**config.mk**
```make
export PLATFORM = sky130hd
export DESIGN_NAME = rc_add_sub_seq
export DESIGN_NICKNAME = d
export VERILOG_FILES = /design/src/rtl/rc_add_sub_seq.sv
export SDC_FILE = /design/constraint.sdc
export NUM_CORES = 1
export LEC_CHECK = 0
export CAP_MARGIN = 15
export CELL_PAD_IN_SITES_DETAIL_PLACEMENT = 1
export CELL_PAD_IN_SITES_GLOBAL_PLACEMENT = 2
export CORE_ASPECT_RATIO = 1.75
export CORE_MARGIN = 4
export CORE_UTILIZATION = 32
export DETAILED_ROUTE_END_ITERATION = 7
export HOLD_SLACK_MARGIN = 0.12
export PLACE_DENSITY = 0.87
export SETUP_SLACK_MARGIN = 0.3
export SLEW_MARGIN = 20
export SYNTH_ARGS = -nofsm -noshare
export SYNTH_HDL_FRONTEND = slang
export SYNTH_SLANG_ARGS = --single-unit
```
**constraint.sdc**
```tcl
create_clock -name CLK -period 3.25 [get_ports CLK]
set_clock_uncertainty 0.2 [all_clocks]
set_input_delay 0.325 -clock CLK [delete_from_list [all_inputs] [get_ports CLK]]
set_output_delay 0.325 -clock CLK [all_outputs]
set_load 0.05 [all_outputs]
```
**src/rtl/rc_add_sub_seq.sv**
```systemverilog
// Multi-cycle ripple-carry adder/subtractor: CHUNK bits per clock, LSB chunk first.
// Optional saturation on signed overflow when RC_ADD_SUB_SAT_EN is defined (adds SAT input).
module rc_add_sub_seq #(
  parameter int WIDTH = 32,
  parameter int CHUNK = 8
) (
  input  logic             CLK,
  input  logic             RST,
  input  logic             START,
  input  logic             SnA,
  input  logic [WIDTH-1:0] A,
  input  logic [WIDTH-1:0] B,
`ifdef RC_ADD_SUB_SAT_EN
  input  logic             SAT,
`endif
  output logic             BUSY,
  output logic             DONE,
  output logic [WIDTH-1:0] Y,
  output logic             CO,
  output logic             OV
);

  localparam int NCHUNK = WIDTH / CHUNK;
  localparam int CW = (NCHUNK > 1) ? $clog2(NCHUNK) : 1;
  localparam int IW = $clog2(WIDTH);

  localparam logic STATE_IDLE = 1'b0;
  localparam logic STATE_RUN  = 1'b1;

  localparam logic [WIDTH-1:0] SAT_POS = {1'b0, {(WIDTH-1){1'b1}}};
  localparam logic [WIDTH-1:0] SAT_NEG = {1'b1, {(WIDTH-1){1'b0}}};

  logic             state;
  logic [WIDTH-1:0] aReg;
  logic [WIDTH-1:0] bReg;
  logic             carryReg;
  logic [CW-1:0]    cnt;
`ifdef RC_ADD_SUB_SAT_EN
  logic             satReg;
`endif

  logic [IW-1:0]    offset;
  logic [CHUNK-1:0] aChunk;
  logic [CHUNK-1:0] bChunk;
  logic [CHUNK:0]   chunkSum;
  logic             msbCarryIn;
  logic             lastChunk;

  assign BUSY = (state == STATE_RUN);

  // One chunk of the ripple add; carry into the MSB is recovered from the top sum bit.
  always_comb begin
    offset     = IW'(int'(cnt) * CHUNK);
    aChunk     = aReg[offset +: CHUNK];
    bChunk     = bReg[offset +: CHUNK];
    chunkSum   = {1'b0, aChunk} + {1'b0, bChunk} + {{CHUNK{1'b0}}, carryReg};
    msbCarryIn = aChunk[CHUNK-1] ^ bChunk[CHUNK-1] ^ chunkSum[CHUNK-1];
    lastChunk  = (cnt == CW'(NCHUNK - 1));
  end

  always_ff @(posedge CLK or negedge RST) begin
    if (!RST) begin
      state    <= STATE_IDLE;
      aReg     <= '0;
      bReg     <= '0;
      carryReg <= 1'b0;
      cnt      <= '0;
      DONE     <= 1'b0;
      Y        <= '0;
      CO       <= 1'b0;
      OV       <= 1'b0;
`ifdef RC_ADD_SUB_SAT_EN
      satReg   <= 1'b0;
`endif
    end else begin
      DONE <= 1'b0;
      if (state == STATE_IDLE) begin
        if (START) begin
          // Subtraction is A + ~B + 1: invert B here and seed the carry with SnA.
          aReg     <= A;
          bReg     <= B ^ {WIDTH{SnA}};
          carryReg <= SnA;
          cnt      <= '0;
          Y        <= '0;
          CO       <= 1'b0;
          OV       <= 1'b0;
          state    <= STATE_RUN;
`ifdef RC_ADD_SUB_SAT_EN
          satReg   <= SAT;
`endif
        end
      end else begin
        Y[offset +: CHUNK] <= chunkSum[CHUNK-1:0];
        carryReg           <= chunkSum[CHUNK];
        cnt                <= cnt + CW'(1);
        if (lastChunk) begin
          CO    <= chunkSum[CHUNK];
          OV    <= msbCarryIn ^ chunkSum[CHUNK];
          DONE  <= 1'b1;
          state <= STATE_IDLE;
`ifdef RC_ADD_SUB_SAT_EN
          if (satReg && (msbCarryIn ^ chunkSum[CHUNK])) begin
            Y <= aReg[WIDTH-1] ? SAT_NEG : SAT_POS;
          end
`endif
        end
      end
    end
  end

endmodule
```
==> flow_metrics.env <==
export IMPL_status="finished clean"
export IMPL_grt_max_degree=61
export IMPL_drive_gt1_share_pct=11.9
export IMPL_ios=104
export IMPL_postRouteAntennaNets=0
export IMPL_ys_ff_latch=103
export IMPL_avgSynthCellArea_sq_um=10.7
export IMPL_nets=639
export IMPL_dp_slack_ps=173
export IMPL_min_delay_path_depth=2
export IMPL_drc_errors=0
export IMPL_clock_latency_ps=350
export IMPL_required_ps=3270
export IMPL_cts_buffers=9
export IMPL_fillers=1642
export IMPL_htree_levels=3
export IMPL_grt_pass1_vias=4045
export IMPL_clkTransAtPathRegs_ps=70
export IMPL_final_area_sq_um=6440
export IMPL_root_buffer="clkbuf_16"
export IMPL_initial_core_util_pct=32.5
export IMPL_antenna_found_initial=0
export IMPL_critPathBufInv=2
export IMPL_dr_first_iter_drc_count=75
export IMPL_worst_path_dominant_cell_family="adder cells"
export IMPL_fin_crit_sh_pct=87.6
export IMPL_gr_total_overflow=0
export IMPL_grt_usage_pct=16.1
export IMPL_synth_edf_count=0
export IMPL_synthTopCellsByArea="dfrtp_1, nand2_1, mux4_2, xnor2_1, a22o_1"
export IMPL_rr_worst_depth=10
export IMPL_r2r_slack_ps=400
export IMPL_row_count=59
export IMPL_rsz0062_at_grt="no"
export IMPL_grt_pass1_wl_um=21400
export IMPL_fmax_mhz=351
export IMPL_leakage_nw=2.87
export IMPL_setup_viol=0
export IMPL_drv_cap=0
export IMPL_final_common_cell="nand2_1"
export IMPL_reg2reg_from="cnt[0]"
export IMPL_fin_hold_ws_ps=277
export IMPL_synth_area_leader_cell="dfrtp_1"
export IMPL_synthDistinctLibCells=37
export IMPL_vias=3676
export IMPL_die_area_sq_um=17300
export IMPL_period_needed_ps=2850
export IMPL_cp_slowest_stage_delay_ps=550
export IMPL_drv_slew=0
export IMPL_ys_flop_type="dfrtp_1"
export IMPL_cp_slowest_cell="mux4_2"
export IMPL_core_area_sq_um=14900
export IMPL_cts_tree="yes"
export IMPL_clock_tree_buffer_depth=2
export IMPL_mostFrequentLayoutCells="nand2_1, dfrtp_1, clkdlybuf4s50_1"
export IMPL_async_flop_share_pct=100
export IMPL_path_class="reg -> reg"
export IMPL_fin_ws_ps=403
export IMPL_cp_start_kind="register"
export IMPL_routed_wl_um=13400
export IMPL_worst_pin_slew_ps=842
export IMPL_min_delay_start="aReg[19]"
export IMPL_cellPowerDensity_nw_per_um2=1160
export IMPL_dp_cells=725
export IMPL_n_antenna_cell=0
export IMPL_critPathCaptureType="register"
export IMPL_synth_top_area_share_pct=53.1
export IMPL_ir_worst_vdd_uv=417
export IMPL_avgViaCountPerCell=4.93
export IMPL_path_max_fanout=5
export IMPL_hold_end="aReg[19]"
export IMPL_tns_ps=0
export IMPL_ys_seq_area_share_pct=53.1
export IMPL_critical_path_most_common_cell="fa_2"
export IMPL_port_buffers=103
export IMPL_cp_cell_sequence="mux4_2, fa_2, inv_2, fa_2, nand2b_1, a21oi_2, a31oi_1, xnor2_1, buf_4, a22o_1"
export IMPL_clkSinkCount=103
export IMPL_chipWidth_um=101
export IMPL_stdcell_count=746
export IMPL_syn_to_final_growth_pct=32.7
export IMPL_hp_class="reg -> reg"
export IMPL_r2r_end="Y[6]"
export IMPL_syn_inst=455
export IMPL_ys_warn_count=0
export IMPL_syn_cell_area_sq_um=4850
export IMPL_place_congestion=0.875
export IMPL_die_y_um=171
export IMPL_drtPass1Iterations=6
export IMPL_placed_cell_area_sq_um=6080
export IMPL_post_drt_wl_per_cell_um=18.0
export IMPL_slew_headroom_pct=43.9
export IMPL_place_hpwl_um=10800
export IMPL_crit_arrival_ps=2870
export IMPL_finalHoldViolCount=0
export IMPL_synthesis_nets=536
[how the worst max path moves through the flow]
stage | from | cells past startpoint | slack, ps | to
floorplan | cnt[0] | 10 | 430 | Y[14]
global placement | cnt[0] | 8 | 300 | Y[13]
detailed placement | cnt[0] | 8 | 170 | Y[5]
CTS | cnt[0] | 10 | 340 | Y[6]
global route | cnt[0] | 10 | 300 | Y[6]
finish | cnt[0] | 10 | 400 | Y[6]
[layout make-up]
type | count | area (sq um) | share of cell area (%)
Multi-Input combinational cell | 318 | 2160 | 33.5
Clock buffer | 9 | 225 | 3.50
Sequential cell | 103 | 2580 | 40.1
Inverter | 8 | 30.0 | 0.466
Timing Repair Buffer | 118 | 1160 | 18.1
Clock inverter | 7 | 53.8 | 0.836
Tap cell | 183 | 229 | 3.56
[what timing repair did]
action	CTS	global route
setup endpoints to repair	15	16
buffers inserted	2	2
hold endpoints to repair	43	0
hold buffers	1	0
pin swaps	1	8
gates resized for setup	4	8
[cells by family (layout without fill, tap and decap cells)]
kind of cell | Yosys count | count (layout) | synth area share [%]
simple gates | 164 | 164 | 13.8
flops | 103 | 103 | 53.1
compound gates | 86 | 86 | 11.6
xor+xnor | 39 | 39 | 7.19
buf+inv | 34 | 142 | 3.20
mux | 16 | 16 | 7.43
fa+ha+maj | 13 | 13 | 3.66
[worst register-to-register path, stage by stage, from the launching register on]
cell and delay [ps]:
dfrtp_2 450, mux4_2 550, fa_2 400, inv_2 90, fa_2 200, nand2b_1 120, a21oi_2 90, a31oi_1 210
xnor2_1 90, buf_4 150, a22o_1 200
[report_power, final]
group          leakage (nW)  internal, mW  switching (mW)
clock                 0.129         0.526           0.492
sequential             1.32          1.82           0.403
combinational          1.42          1.72            2.47
total                  2.87          4.07            3.37
[sequential cells by signal (all words and copies together), names as in the netlist]
register and flops:
BUSY 1, CO 1, DONE 1, OV 1
Y 32, aReg 32, bReg 32, carryReg 1
cnt 2
[Yosys cell counts, types with 2 or more instances]
master	instances
nand3_1	2
fa_1	2
dfrtp_1	103
ha_1	11
buf_2	10
xnor2_1	36
clkbuf_1	11
buf_4	4
a21oi_1	7
nor2b_1	2
nor2_1	6
inv_1	8
a22o_1	25
a21o_1	2
mux4_2	16
a21oi_2	3
nand2_1	141
o21ai_0	42
nand2b_1	3
xor2_1	2
nand3b_1	2
o21ai_1	2
[metrics by stage]
step	power [mW]	utilization [%]
after global routing	7.96	43.2
after detailed placement	6.24	40.8
after CTS	7.40	42.9
after global placement	6.06	40.8
after floorplan	4.83	-
final	7.44	43.2
[per-layer routing]
metal | global-route usage (%) | share of wire (%) | vias to the layer above
met5 | 0 | 0 | -
met4 | 6.08 | 2.5 | 0
met3 | 2.08 | 3.3 | 17
met2 | 31.9 | 59 | 87
met1 | 16.6 | 35 | 1832
li1 | - | - | 1740
Note: power is estimated with default switching activity, not from simulation.
